## src/rtl/scan_ctrl.sv

```systemverilog
// Scan-chain sequencer: shifts a pattern in, optionally runs CAP_CYCLES functional
// clocks, shifts the captured response out and reports it on unload_data.
module scan_ctrl #(
  parameter int SHIFT_LEN  = 4,
  parameter int CAP_CYCLES = 3
) (
  input  logic                 clk,
  input  logic                 rst_n,
  input  logic                 start,
  input  logic                 mode,
  input  logic                 abort,
  input  logic [SHIFT_LEN-1:0] load_data,
  output logic                 busy,
  output logic                 done,
  output logic [SHIFT_LEN-1:0] unload_data,
  output logic                 scan_en,
  output logic                 scan_in,
  input  logic                 scan_out,
  output logic [2:0]           dbg_state
);

  typedef enum logic [2:0] {
    IDLE   = 3'd0,
    LOAD   = 3'd1,
    RUN    = 3'd2,
    UNLOAD = 3'd3,
    DONE   = 3'd4
  } state_t;

  // Six bits cover both SHIFT_LEN-1 (max 31) and CAP_CYCLES-1 (max 14) without wrapping.
  localparam logic [5:0] LAST_SHIFT = 6'(SHIFT_LEN - 1);
  localparam logic [5:0] LAST_RUN   = 6'(CAP_CYCLES - 1);

  state_t               state_q, state_d;
  logic [5:0]           cnt_q, cnt_d;
  logic                 mode_q, mode_d;
  logic [SHIFT_LEN-1:0] pat_q, pat_d;
  logic [SHIFT_LEN-1:0] cap_q, cap_d;
  logic [SHIFT_LEN-1:0] unload_q, unload_d;
  logic                 busy_q, busy_d;
  logic                 done_q, done_d;
  logic                 scan_en_q, scan_en_d;
  logic                 scan_in_q, scan_in_d;
  logic [SHIFT_LEN-1:0] samp;

  // Sample taken at the closing edge of the current shift cycle; first sample ends up in the MSB.
  assign samp = {cap_q[SHIFT_LEN-2:0], scan_out};

  always_comb begin
    state_d   = state_q;
    cnt_d     = cnt_q;
    mode_d    = mode_q;
    pat_d     = pat_q;
    cap_d     = cap_q;
    unload_d  = unload_q;
    busy_d    = busy_q;
    done_d    = done_q;
    scan_en_d = scan_en_q;
    scan_in_d = scan_in_q;

    case (state_q)
      IDLE: begin
        busy_d    = 1'b0;
        done_d    = 1'b0;
        scan_en_d = 1'b0;
        scan_in_d = 1'b0;
        if (start) begin
          state_d   = LOAD;
          mode_d    = mode;
          pat_d     = {load_data[SHIFT_LEN-2:0], 1'b0};
          cap_d     = '0;
          cnt_d     = '0;
          busy_d    = 1'b1;
          scan_en_d = 1'b1;
          scan_in_d = load_data[SHIFT_LEN-1];
        end
      end
      LOAD: begin
        cap_d     = samp;
        scan_in_d = pat_q[SHIFT_LEN-1];
        pat_d     = {pat_q[SHIFT_LEN-2:0], 1'b0};
        if (cnt_q == LAST_SHIFT) begin
          cnt_d     = '0;
          scan_en_d = 1'b0;
          scan_in_d = 1'b0;
          if (mode_q) begin
            state_d = RUN;
          end else begin
            state_d  = DONE;
            done_d   = 1'b1;
            unload_d = samp;
          end
        end else begin
          cnt_d = cnt_q + 6'd1;
        end
      end
      RUN: begin
        if (cnt_q == LAST_RUN) begin
          state_d   = UNLOAD;
          cnt_d     = '0;
          scan_en_d = 1'b1;
          scan_in_d = 1'b0;
        end else begin
          cnt_d = cnt_q + 6'd1;
        end
      end
      UNLOAD: begin
        cap_d = samp;
        if (cnt_q == LAST_SHIFT) begin
          state_d   = DONE;
          cnt_d     = '0;
          scan_en_d = 1'b0;
          done_d    = 1'b1;
          unload_d  = samp;
        end else begin
          cnt_d = cnt_q + 6'd1;
        end
      end
      DONE: begin
        state_d = IDLE;
        done_d  = 1'b0;
        busy_d  = 1'b0;
      end
      default: begin
        state_d   = IDLE;
        busy_d    = 1'b0;
        done_d    = 1'b0;
        scan_en_d = 1'b0;
        scan_in_d = 1'b0;
      end
    endcase

    // Abort overrides whatever transition the active phase computed; the result is kept.
    if (abort && (state_q == LOAD || state_q == RUN || state_q == UNLOAD)) begin
      state_d   = IDLE;
      cnt_d     = '0;
      busy_d    = 1'b0;
      done_d    = 1'b0;
      scan_en_d = 1'b0;
      scan_in_d = 1'b0;
      unload_d  = unload_q;
    end
  end

  always_ff @(posedge clk or negedge rst_n) begin
    if (!rst_n) begin
      state_q   <= IDLE;
      cnt_q     <= '0;
      mode_q    <= 1'b0;
      pat_q     <= '0;
      cap_q     <= '0;
      unload_q  <= '0;
      busy_q    <= 1'b0;
      done_q    <= 1'b0;
      scan_en_q <= 1'b0;
      scan_in_q <= 1'b0;
    end else begin
      state_q   <= state_d;
      cnt_q     <= cnt_d;
      mode_q    <= mode_d;
      pat_q     <= pat_d;
      cap_q     <= cap_d;
      unload_q  <= unload_d;
      busy_q    <= busy_d;
      done_q    <= done_d;
      scan_en_q <= scan_en_d;
      scan_in_q <= scan_in_d;
    end
  end

  assign busy        = busy_q;
  assign done        = done_q;
  assign unload_data = unload_q;
  assign scan_en     = scan_en_q;
  assign scan_in     = scan_in_q;
  assign dbg_state   = state_q;

endmodule

```

## config.mk

```make
export PLATFORM = sky130hd
export DESIGN_NAME = scan_ctrl
export DESIGN_NICKNAME = d
export VERILOG_FILES = /design/src/rtl/scan_ctrl.sv
export SDC_FILE = /design/constraint.sdc
export NUM_CORES = 1
export LEC_CHECK = 0
export CORE_UTILIZATION = 49
export CTS_BUF_LIST = sky130_fd_sc_hd__clkbuf_2
export DETAILED_ROUTE_END_ITERATION = 10
export PLACE_DENSITY = 0.89
export REMOVE_ABC_BUFFERS = 1
export SYNTH_ARGS = -nofsm -noshare
export SYNTH_HDL_FRONTEND = slang
export SYNTH_SLANG_ARGS = --single-unit
```

## constraint.sdc

```tcl
create_clock -name clk -period 2.1 [get_ports clk]
set_input_delay 0.21 -clock clk [delete_from_list [all_inputs] [get_ports clk]]
set_output_delay 0.21 -clock clk [all_outputs]
set_load 0.03 [all_outputs]
```

==> results.py <==
metrics = {
    "drt": {
        "vias": 1033,
        "wirelength_um": 2632,
        "wirelength_per_cell_um": 15.04,
        "drtAntennaViolNets": 0,
        "drtPass1Iterations": 4,
        "via_per_inst": 5.903,
        "first_iter_violations": 53,
        "route.detailed.drc": 0,
    },
    "layout": {
        "leading_cell_type_in_the_layout_fill_and_taps_excluded": "dfrtp_1",
        "layout_common_cells": "dfrtp_1, clkdlybuf4s50_1, nand2_1",
        "diodes": 0,
        "final_design_area_no_fill_um2": 1495,
        "instances_no_fill": 175,
        "area.growth.synth_to_final_pct": 22.82,
        "layout-drive-gt1-share_pct": 14.29,
        "nets": 160,
        "final_util_pct": 65.70,
    },
    "sta": {
        "rsz_0062_raised_after_global_routing": "no",
        "final.hold.worst_slack_ns": 0.1781,
        "timing.final.crit_share_pct": 94.63,
        "final-hold-violation-count": 0,
        "skew_ns": 0.01297,
        "relSlewSlack_pct": 63.80,
        "post-route-worst-setup-slack_ns": 0.1127,
        "fmaxAchievable_mhz": 503.2,
        "timing_worst_slew_pin_value_ns": 0.5419,
        "setup_viol": 0,
        "timing.final.crit_period_ns": 1.987,
        "fin_setup_tns_ns": 0,
        "slew_viol_final": 0,
    },
    "critical_path": {
        "timing.setup.critical_path_class": "reg2reg",
        "worstSetupStartpointType": "flop",
        "cp_top_family": "simple AND/OR/NAND/NOR gates",
        "timing.critical_path.cells": "ha_1, nor2b_2, nand2_2, or4_4, mux2_4",
        "worstPathRequired_ns": 2.35,
        "timing.critical_path.slowest_cell_delay_ns": 0.59,
        "critical_path.max_fanout": 5,
        "arrival_ns": 2.24,
        "slowest_stage": "or4_4",
        "critPathCaptureType": "flop",
        "buffers_and_inverters_on_the_worst_path": 0,
    },
    "clocking": {
        "cts-htree-levels": 1,
        "clk_pin_slew_ns": 0.22,
        "tritoncts_num_sinks": 24,
        "cts_made_buffers": 3,
        "cts_resized": 0,
        "tritoncts_clock_tree": "done",
        "clk_latency_ns": 0.34,
        "clockBufferDepth": 2,
        "post_cts_hold_buffers": 0,
        "post-cts-setup-buffers": 0,
        "cts.root.buffer_cell": "clkbuf_2",
    },
    "synthesis": {
        "synth.avg_cell_area_um2": 9.979,
        "dominantRegCellSynth": "dfrtp_1",
        "synth_cell_type_count": 39,
        "postSynthCellCount": 122,
        "postSynthRegisterBits": 24,
        "yosysSeqAreaShare_pct": 49.33,
        "synth-warning-count": 0,
        "postSynth.asyncResetShare_pct": 100.0,
        "synth_area_um2": 1217,
        "number_of_enable_flip_flop_cells_after_synthesis": 0,
    },
    "floorplan": {
        "top_level_i_o_count": 21,
        "chipWidth_um": 51.85,
        "floorplan.core_area_um2": 2276,
        "die-height_um": 51.85,
        "placement_rows": 17,
        "die-area_um2": 2688,
        "initial_core_util_pct": 53.49,
    },
    "grt": {
        "gr-usage-all-layers_pct": 24.11,
        "pin_count_of_the_biggest_net_entering_global_routing": 25,
        "initial_antenna_violation_count": 0,
        "grt_pass1_wl_um": 4629,
        "grt_pass1_vias": 993,
        "grt_overflow_total": 0,
    },
    "placed_design": {
        "dpl.cell_count": 171,
        "placement.cell_area_um2": 1474,
        "hpwlAfterDp_um": 2000,
        "input_output_buffers": 20,
        "pre_cts_ws_ns": 0.08517,
        "gp_congestion": 0.8079,
    },
    "hold_path": {
        "worst_hold_path_type": "in2async",
    },
    "flow_run": {
        "cap_viol_max_count": 0,
    },
    "pwr": {
        "vdd_ir_drop_max_mv": 0.5465,
        "total_power_mw": 1.116,
        "p_leak_nw": 0.6896,
        "pwr_density_cell_nw_per_um2": 746.1,
    },
    "status": {
        "status": "finished, final reports clean",
    },
}
==> report_power, final <==
part,internal (mW),switching [mW]
logic,0.159,0.186
clock network,0.0414,0.134
registers,0.537,0.0596
total,0.737,0.379
==> cells in the mapped netlist, drive strengths merged (2+ instances only) <==
cell type	count	share of area (%)
nor2	5	1.5
clkbuf	4	1.2
nor3	5	3.0
o22ai	2	1.0
nand3	4	1.6
buf	2	1.3
o21ai	11	4.5
a21oi	4	1.6
nand2	20	6.4
nor2b	5	2.6
inv	5	1.5
mux2	5	5.9
mux2i	3	2.5
o211ai	2	1.2
ha	2	2.1
dfrtp	24	49
==> path summary, 6_finish.rpt <==
path                                         endpoint                  from  depth (start not counted)  slack (ns)
setup / recovery           unload_data[3]$_DFFE_PN0P_  cnt_q[0]$_DFFE_PN0P_                          5        0.11
hold / removal                   cnt_q[3]$_DFFE_PN0P_                 rst_n                          2        0.18
setup reg to reg           unload_data[3]$_DFFE_PN0P_  cnt_q[0]$_DFFE_PN0P_                          5        0.11
hold reg to reg                      busy$_DFFE_PN0P_      busy$_DFFE_PN0P_                          1        0.52
max in group asynchronous  unload_data[2]$_DFFE_PN0P_                 rst_n                          2        1.68
min in group clk                   mode_q$_DFFE_PN0P_                  mode                          2        0.46
==> final cells by class <==
| cell class | count | area, µm² |
|---|---|---|
| fill | 178 | 780.7 |
| sequential | 24 | 600.6 |
| multi-input combinational | 87 | 569.3 |
| timing repair buffer | 27 | 252.7 |
| tap | 28 | 35.03 |
| inverter | 5 | 18.77 |
| clock buffer | 3 | 15.01 |
| clock inverter | 1 | 3.754 |
==> kinds of logic after synthesis <==
kind of cell / count (synthesis) / share of synthesized area [%]
buffers and inverters: 11 / 4.110
AO/OA/AOI/OAI: 28 / 14.29
multiplexers: 8 / 8.325
AND/OR/NAND/NOR: 49 / 21.89
adder cells (fa/ha/maj): 2 / 2.055
flip-flops: 24 / 49.33
==> layer usage <==
layer	up-vias	GRT usage, %	routed length (µm)
met5	-	0	0
met4	0	5.405	27
met3	8	6.140	160
met2	45	41.67	1355
met1	496	29.98	1089
li1	484	-	-
==> registers in the layout, indices dropped and copies added, names as in the netlist <==
| signal | cells |
|---|---|
| cnt_q | 6 |
| unload_data | 4 |
| cap_q | 3 |
| dbg_state | 3 |
| pat_q | 3 |
| busy | 1 |
| done | 1 |
| mode_q | 1 |
| scan_en | 1 |
| scan_in | 1 |
==> worst register-to-register path, stage by stage, from the launching register on <==
cell,delay [ns]
dfrtp_1,0.46
ha_1,0.20
nor2b_2,0.22
nand2_2,0.10
or4_4,0.59
mux2_4,0.32
No activity file was read; power rests on OpenSTA's default activity.
